`src/rtl/mystic_boot_ctrl.sv`:
```
// UART boot loader: receives a MAGIC/length/data/checksum frame, writes the data into
// main memory and answers ACK/NAK. Optional inter-byte timeout: MYSTIC_BOOT_TIMEOUT_EN.
module mystic_boot_ctrl #(
  parameter int          ADDR_W      = 18,
  parameter logic [7:0]  MAGIC       = 8'hA5,
  parameter logic [7:0]  ACK         = 8'h06,
  parameter logic [7:0]  NAK         = 8'h15,
  parameter int          TIMEOUT_CYC = 1000000
) (
  input  logic              clk_i,
  input  logic              rst_i,
  input  logic [7:0]        rx_data_i,
  input  logic              rx_done_tick_i,
  output logic [7:0]        tx_din_o,
  output logic              tx_start_o,
  input  logic              tx_done_tick_i,
  output logic [ADDR_W-1:0] uart_mem_addr,
  output logic [7:0]        uart_mem_dout,
  output logic              uart_mem_we,
  output logic              disable_core_n,
  output logic              boot_err_o
);

  typedef enum logic [2:0] {
    S_IDLE, S_LEN2, S_LEN1, S_LEN0, S_DATA, S_CHK, S_RESP, S_RUN
  } state_t;

  // Largest accepted frame fills the whole address space.
  localparam logic [24:0] MAX_LEN = 25'(1) << ADDR_W;

  state_t              state_reg, state_next;
  logic [23:0]         len_reg;
  logic [23:0]         idx_reg;
  logic [7:0]          sum_reg;
  logic                ack_reg;
  logic [7:0]          tx_din_reg;
  logic                tx_start_reg;
  logic                mem_we_reg;
  logic [ADDR_W-1:0]   mem_addr_reg;
  logic [7:0]          mem_dout_reg;
  logic                boot_err_reg;

  logic [23:0]         len_full;
  logic                len_over;
  logic                last_data;
  logic                resp_ack;
  logic                enter_len2;
  logic                enter_resp;
  logic                timeout_fire;

  assign len_full   = {len_reg[23:8], rx_data_i};
  assign len_over   = {1'b0, len_full} > MAX_LEN;
  assign last_data  = (idx_reg == len_reg - 24'd1);
  assign resp_ack   = (state_reg == S_CHK) && (rx_data_i == sum_reg);
  assign enter_len2 = (state_next == S_LEN2) && (state_reg != S_LEN2);
  assign enter_resp = (state_next == S_RESP) && (state_reg != S_RESP);

`ifdef MYSTIC_BOOT_TIMEOUT_EN
  localparam int CNT_W = $clog2(TIMEOUT_CYC + 1);

  logic [CNT_W-1:0] cnt_reg;
  logic             in_frame;

  assign in_frame = (state_reg == S_LEN2) || (state_reg == S_LEN1) ||
                    (state_reg == S_LEN0) || (state_reg == S_DATA) ||
                    (state_reg == S_CHK);
  // A byte arriving in the expiry cycle wins over the timeout.
  assign timeout_fire = in_frame && !rx_done_tick_i &&
                        (cnt_reg == CNT_W'(TIMEOUT_CYC - 1));

  always_ff @(posedge clk_i) begin
    if (rst_i || rx_done_tick_i || (state_next != state_reg)) begin
      cnt_reg <= '0;
    end else if (cnt_reg != CNT_W'(TIMEOUT_CYC - 1)) begin
      cnt_reg <= cnt_reg + CNT_W'(1);
    end
  end
`else
  logic unused_timeout_cyc;

  assign unused_timeout_cyc = ^TIMEOUT_CYC;
  assign timeout_fire       = 1'b0;
`endif

  always_ff @(posedge clk_i) begin
    if (rst_i) begin
      state_reg <= S_IDLE;
    end else begin
      state_reg <= state_next;
    end
  end

  always_comb begin
    state_next = state_reg;
    case (state_reg)
      S_IDLE: if (rx_done_tick_i && rx_data_i == MAGIC) state_next = S_LEN2;
      S_LEN2: if (rx_done_tick_i) state_next = S_LEN1;
      S_LEN1: if (rx_done_tick_i) state_next = S_LEN0;
      S_LEN0: begin
        if (rx_done_tick_i) begin
          if (len_full == 24'd0) begin
            state_next = S_CHK;
          end else if (len_over) begin
            state_next = S_RESP;
          end else begin
            state_next = S_DATA;
          end
        end
      end
      S_DATA: if (rx_done_tick_i && last_data) state_next = S_CHK;
      S_CHK:  if (rx_done_tick_i) state_next = S_RESP;
      S_RESP: if (tx_done_tick_i) state_next = ack_reg ? S_RUN : S_IDLE;
      S_RUN:  if (rx_done_tick_i && rx_data_i == MAGIC) state_next = S_LEN2;
      default: state_next = S_IDLE;
    endcase
    if (timeout_fire) begin
      state_next = S_IDLE;
    end
  end

  always_ff @(posedge clk_i) begin
    if (rst_i) begin
      len_reg      <= '0;
      idx_reg      <= '0;
      sum_reg      <= '0;
      ack_reg      <= 1'b0;
      tx_din_reg   <= '0;
      tx_start_reg <= 1'b0;
      mem_we_reg   <= 1'b0;
      mem_addr_reg <= '0;
      mem_dout_reg <= '0;
      boot_err_reg <= 1'b0;
    end else begin
      mem_we_reg   <= 1'b0;
      tx_start_reg <= 1'b0;
      if (enter_len2) begin
        sum_reg <= '0;
        idx_reg <= '0;
      end
      if (rx_done_tick_i) begin
        case (state_reg)
          S_LEN2: len_reg[23:16] <= rx_data_i;
          S_LEN1: len_reg[15:8]  <= rx_data_i;
          S_LEN0: len_reg[7:0]   <= rx_data_i;
          S_DATA: begin
            mem_we_reg   <= 1'b1;
            mem_addr_reg <= idx_reg[ADDR_W-1:0];
            mem_dout_reg <= rx_data_i;
            sum_reg      <= sum_reg + rx_data_i;
            idx_reg      <= idx_reg + 24'd1;
          end
          default: ;
        endcase
      end
      // Oversize length and checksum both land here; only a matching checksum ACKs.
      if (enter_resp) begin
        tx_start_reg <= 1'b1;
        tx_din_reg   <= resp_ack ? ACK : NAK;
        ack_reg      <= resp_ack;
        boot_err_reg <= !resp_ack;
      end
      if (timeout_fire) begin
        boot_err_reg <= 1'b1;
      end
    end
  end

  always_comb begin
    disable_core_n = (state_reg == S_RUN);
    tx_din_o       = tx_din_reg;
    tx_start_o     = tx_start_reg;
    uart_mem_we    = mem_we_reg;
    uart_mem_addr  = mem_addr_reg;
    uart_mem_dout  = mem_dout_reg;
    boot_err_o     = boot_err_reg;
  end

endmodule

```
`config.mk`:
```
export PLATFORM = sky130hd
export DESIGN_NAME = mystic_boot_ctrl
export DESIGN_NICKNAME = d
export VERILOG_FILES = /design/src/rtl/mystic_boot_ctrl.sv
export SDC_FILE = /design/constraint.sdc
export NUM_CORES = 1
export LEC_CHECK = 0
export CAP_MARGIN = 20
export CORE_MARGIN = 3
export CORE_UTILIZATION = 41
export DETAILED_ROUTE_END_ITERATION = 8
export DONT_BUFFER_PORTS = 1
export GPL_TIMING_DRIVEN = 0
export SKIP_CTS_REPAIR_TIMING = 1
export SLEW_MARGIN = 0
export SYNTH_ARGS = -nofsm -noshare
export SYNTH_HDL_FRONTEND = slang
export SYNTH_SLANG_ARGS = --single-unit
```
`constraint.sdc`:
```
create_clock -name clk_i -period 3 [get_ports clk_i]
set_input_delay 0.6 -clock clk_i [delete_from_list [all_inputs] [get_ports clk_i]]
set_output_delay 0.6 -clock clk_i [all_outputs]
set_load 0.005 [all_outputs]
```
==> run_results.csv, run 1 <==
group,metric,value,unit
synth,synth-async-reset-ratio,0,
synth,synth_edf_count,0,
synth,seq_area_frac_synth,0.372,
placed_design,place_ws,-0.229,ns
setup_path,worstPathMaxFanout,6,
die,dieArea,13200,um^2
die,floorplan.die.width,115,um
placed_design,gp_congestion,0.837,
drt,drc,0,
drt,ant_nets,0,
grt,grtUsageTotal,0.218,
sta,fmax,337,MHz
clock_tree,cts_tree,"yes",
synth,yosysTopAreaCellShare,0.372,
final_layout,n_antenna_cell,0,
drt,wl_per_cell,17.6,um
setup_path,cp.arrival,3.22,ns
grt,antenna_found_initial,0,
setup_path,r2r_setup_slack,0.03,ns
power,power_density,452,nW/um^2
drt,drt-total-wl,14.3,mm
synth,yosys_register_bits,90,
sta,setup_slack,0.0304,ns
grt,grtUsageMet2,0.352,
grt,grt_use_met1,0.288,
setup_path,reg2reg_from,"len_reg[11]$_SDFFE_PP0P_",
placed_design,portBuffers,0,
synth,ys.flop_type,"dfxtp_1",
die,rows,39,
synth,syn_area,4850,um^2
grt,grt_pass1_wl,22.4,mm
power,swShare,0.222,
die,fp.dieH,115,um
clock_tree,clk_latency,0.36,ns
job,cap_violations,0,
final_layout,drive_above_1_share,0.0970,
synth,synth_area_leaders,"dfxtp_1, nand2_1, a21oi_1, nor2_1, xnor2_1",
min_path,hold_path_class,"primary input to register",
final_layout,mostFrequentLayoutCells,"nand2_1, dfxtp_1, a21oi_1",
run_status,status,"finished, final reports clean",
grt,grt_max_degree,16,
setup_path,crit_required,3.25,ns
drt,vias,4692,
sta,max-slew-margin-rel,0.511,
power,power_switching,0.557,mW
die,design.core.area,11500,um^2
synth,synth_cell_type_count,59,
final_layout,layout_commonest_cell,"nand2_1",
setup_path,crit_start,"len_reg[11]$_SDFFE_PP0P_",
setup_path,worstSetupPathType,"register to register",
synth,syn_avg_cell_area,7.55,um^2
sta,finalCriticalPeriod,2.97,ns
drt,drtIter0Drc,314,
grt,globalRouteOverflowTotal,0,
clock_tree,cts.clk_slew.worst_paths,0.07,ns
power,seq_power_share,0.476,
setup_path,crit_path_end,"idx_reg[21]$_SDFF_PP0_",
grt,grtUsageMet3,0.0537,
setup_path,start_kind,"register",
final_layout,area_delta_synth_final,14.4,%
synth,yosys.area.top_type,"dfxtp_1",
drt,avgViaCountPerCell,5.77,
clock_tree,htree_levels,3,
sta,worst_slew_pin_slew,0.733,ns
sta,finalClockSkew,0.0105,ns
power,intPower,1.95,mW
synth,synth_cells,642,
clock_tree,clk_path_buf_depth,2,
die,start_util,0.423,
sta,finalCritPeriodShare,0.990,
die,num_io_pins,50,
sta,finalSetupViolCount,0,
clock_tree,root_buffer,"clkbuf_16",
grt,busiest_layer,"met2",
synth,yosys_warnings,0,
setup_path,r2r_end,"idx_reg[21]$_SDFF_PP0_",
clock_tree,clock-sinks,90,
setup_path,critPathCaptureType,"register",
setup_path,ff2ff_path_depth,8,
grt,grt_pass1_vias,4339,
power,p_leak,1.96,nW
sta,hold_viol_final,0,
power,max-vdd-ir-drop,384,uV
sta,hold_slack,0.367,ns
power,combPwrFrac,0.027,
clock_tree,cts_buffers,9,
final_layout,fillers,1123,
drt,drt_first_pass_iters,7,
final_layout,nets,687,
placed_design,dpl.hpwl,10.1,mm
power,power.clock.fraction,0.497,
sta,slew_violations,0,
## worst max-delay path, cell delays in order, from the launching register on
cell and delay (ns):
dfxtp_2 0.34, or4_4 0.53, buf_6 0.14, or3_4 0.36
o21a_1 0.18, o21a_1 0.21, or4_4 0.64, and3_1 0.22
o31a_1 0.22
## logic make-up after synthesis
group,synth area share
simple gates,0.272
compound gates,0.202
flops,0.372
buf+inv,0.0547
xor+xnor,0.0578
fa+ha+maj,0.0274
mux,0.0132
other cells,0.000774
## final cells by class
class	instances	area [um^2]	area share
buffer	47	223	0.0402
clock buffer	11	233	0.0420
clock inverter	5	87.6	0.0158
inverter	13	48.8	0.00880
multi-input combinational	494	2870	0.518
sequential	90	1810	0.326
tap	143	179	0.0323
timing repair buffer	10	92.6	0.0167
## Yosys cell counts, drive strengths merged, types with 4 or more instances
library cell  count
nand2           140
dfxtp            90
a21oi            70
nor2             46
clkbuf           35
o21ai            24
nor3             21
xnor2            18
xor2             14
buf              13
inv              13
a311oi           12
nand3            12
nor4             11
or3              11
a31oi            10
and3             10
nor2b            10
ha                9
o21a              8
a211oi            4
and2              4
nand4             4
or4               4
## worst min path at each step
stage | startpoint | end | cells after the start
finish | rx_data_i[3] | len_reg[11]$_SDFFE_PP0P_ | 2
global route | rx_data_i[0] | len_reg[8]$_SDFFE_PP0P_ | 2
CTS | rx_data_i[6] | len_reg[6]$_SDFFE_PP0P_ | 2
detailed placement | sum_reg[6]$_SDFF_PP0_ | sum_reg[6]$_SDFF_PP0_ | 2
global placement | sum_reg[6]$_SDFF_PP0_ | sum_reg[6]$_SDFF_PP0_ | 2
floorplan | sum_reg[5]$_SDFF_PP0_ | sum_reg[5]$_SDFF_PP0_ | 2
## per-stage QoR
stage	cells	TNS [ns]	util	power, mW	cell area [um^2]
2_1_floorplan	645	0	-	1.27	4860
3_3_place_gp	788	-4.30	0.439	1.28	5040
3_5_place_dp	788	-4.88	0.439	1.29	5040
4_1_cts	804	-5.22	0.467	2.51	5360
5_1_grt	813	-0.000256	0.484	2.57	5550
6_report	813	0	0.484	2.51	5550
## power by group through the flow
stage | combinational [mW] | clock (mW) | sequential [mW]
global placement | 0.0623 | 0 | 1.22
finish | 0.0682 | 1.25 | 1.19
CTS | 0.0642 | 1.25 | 1.19
detailed placement | 0.0636 | 0 | 1.22
global route | 0.0744 | 1.31 | 1.19
floorplan | 0.0451 | 0 | 1.22
## metal layers
layer  vias up  wire, um  share of wire
met2       159      6760           0.47
met1      2230      6390           0.45
li1       2283         -              -
met5         -         0              0
met3        20       888          0.062
met4         0       301          0.021
Note: power is estimated with default switching activity, not from simulation.
==> run 2: changes to the inputs <==
Settings changed: CAP_MARGIN 20 to 0, CORE_MARGIN 3 to 4.
==> run_results.csv, run 2 (synthesized netlist as in run 1, its figures left out) <==
group,metric,value,unit
grt,grt_pass1_wl,22.0,mm
setup_path,r2r_end,"idx_reg[21]$_SDFF_PP0_",
clock_tree,clk_path_buf_depth,2,
drt,drt_first_pass_iters,6,
setup_path,worstSetupPathType,"register to register",
final_layout,fillers,1154,
setup_path,crit_start,"len_reg[11]$_SDFFE_PP0P_",
final_layout,mostFrequentLayoutCells,"nand2_1, dfxtp_1, a21oi_1",
power,power_switching,0.557,mW
sta,finalClockSkew,0.0122,ns
grt,antenna_found_initial,0,
power,power_density,441,nW/um^2
power,max-vdd-ir-drop,357,uV
die,fp.dieH,117,um
power,seq_power_share,0.487,
placed_design,dpl.hpwl,10.1,mm
die,rows,39,
setup_path,r2r_setup_slack,0.03,ns
sta,worst_slew_pin_slew,0.713,ns
drt,drc,0,
setup_path,worstPathMaxFanout,6,
drt,avgViaCountPerCell,5.77,
power,power.clock.fraction,0.485,
die,num_io_pins,50,
clock_tree,htree_levels,3,
sta,finalCriticalPeriod,2.97,ns
clock_tree,cts.clk_slew.worst_paths,0.07,ns
setup_path,ff2ff_path_depth,8,
setup_path,reg2reg_from,"len_reg[11]$_SDFFE_PP0P_",
sta,finalCritPeriodShare,0.989,
sta,slew_violations,0,
final_layout,n_antenna_cell,0,
min_path,whs_path_depth,2,
sta,fmax,337,MHz
drt,wl_per_cell,17.6,um
power,swShare,0.228,
drt,vias,4701,
power,intPower,1.89,mW
sta,tns,0,ns
clock_tree,cts_tree,"yes",
placed_design,gp_congestion,0.850,
die,design.core.area,11500,um^2
setup_path,start_kind,"register",
grt,grt_pass1_vias,4252,
clock_tree,root_buffer,"clkbuf_16",
setup_path,cp.arrival,3.21,ns
placed_design,portBuffers,0,
die,start_util,0.421,
drt,drt-total-wl,14.3,mm
grt,grt_max_degree,17,
sta,finalSetupViolCount,0,
placed_design,placed_cell_area,5040,um^2
drt,ant_nets,0,
clock_tree,clock-sinks,90,
run_status,status,"finished, final reports clean",
grt,grtUsageTotal,0.210,
sta,max-slew-margin-rel,0.525,
placed_design,place_ws,-0.247,ns
setup_path,crit_path_end,"idx_reg[21]$_SDFF_PP0_",
sta,setup_slack,0.0325,ns
die,dieArea,13600,um^2
min_path,hold_path_class,"primary input to register",
die,floorplan.die.width,117,um
grt,globalRouteOverflowTotal,0,
final_layout,finalInstanceArea,5560,um^2
final_layout,layout_commonest_cell,"nand2_1",
power,combPwrFrac,0.028,
final_layout,nets,689,
clock_tree,cts_buffers,9,
clock_tree,clk_latency,0.36,ns
setup_path,critPathCaptureType,"register",
final_layout,area_delta_synth_final,14.7,%
setup_path,crit_required,3.24,ns
drt,drtIter0Drc,401,
sta,hold_viol_final,0,
final_layout,drive_above_1_share,0.104,
power,p_leak,1.97,nW
job,cap_violations,0,
[run 2: cell count changes in the layout (fill, tap and decap cells not counted), sizes merged]
cell | previous run | this run
clkbuf | 46 | 45
buf | 22 | 24
bufinv | 2 | 1
inv | 14 | 16
[run 2: cell type report]
class                           count  area (um^2)  area share
Buffer                             47          223      0.0401
Clock buffer                       10          239      0.0430
Clock inverter                      6         71.3      0.0128
Inverter                           13         48.8     0.00878
Multi-Input combinational cell    494         2880       0.518
Sequential cell                    90         1810       0.326
Tap cell                          143          179      0.0322
Timing Repair Buffer               12          108      0.0194
[run 2: critical path, stage by stage, from the launching register on]
cell and delay, ns:
dfxtp_2 0.33, or4_4 0.53, buf_6 0.14, or3_4 0.36, o21a_1 0.18, o21a_1 0.22, or4_4 0.64, and3_4 0.22
o31a_1 0.22
[run 2: metrics by stage]
step / hold WS, ns / utilization / instances / power, mW
6_report: 0.369 / 0.483 / 815 / 2.45
5_1_grt: 0.363 / 0.483 / 815 / 2.52
4_1_cts: 0.366 / 0.464 / 804 / 2.46
3_5_place_dp: 0.450 / 0.437 / 788 / 1.28
2_1_floorplan: 0.436 / - / 645 / 1.27
3_3_place_gp: 0.446 / 0.437 / 788 / 1.28
[run 2: worst min path at each step]
stage / startpoint / endpoint / slack [ns]
finish: rx_data_i[3] / len_reg[11]$_SDFFE_PP0P_ / 0.37
floorplan: sum_reg[5]$_SDFF_PP0_ / sum_reg[5]$_SDFF_PP0_ / 0.44
global placement: sum_reg[6]$_SDFF_PP0_ / sum_reg[6]$_SDFF_PP0_ / 0.45
global route: rx_data_i[4] / len_reg[12]$_SDFFE_PP0P_ / 0.36
CTS: rx_data_i[4] / len_reg[12]$_SDFFE_PP0P_ / 0.37
detailed placement: sum_reg[6]$_SDFF_PP0_ / sum_reg[6]$_SDFF_PP0_ / 0.45
[run 2: layer usage]
| layer | global-route usage | wire length [um] |
|---|---|---|
| met5 | 0 | 0 |
| met3 | 0.0534 | 883 |
| met4 | 0.0879 | 426 |
| met1 | 0.271 | 6270 |
| met2 | 0.333 | 6730 |
[run 2: power by group through the flow]
stage / logic [mW] / clock network (mW) / registers, mW
finish: 0.0676 / 1.19 / 1.19
floorplan: 0.0451 / 0 / 1.22
global route: 0.0739 / 1.25 / 1.19
CTS: 0.0634 / 1.20 / 1.19
global placement: 0.0622 / 0 / 1.22
detailed placement: 0.0631 / 0 / 1.22
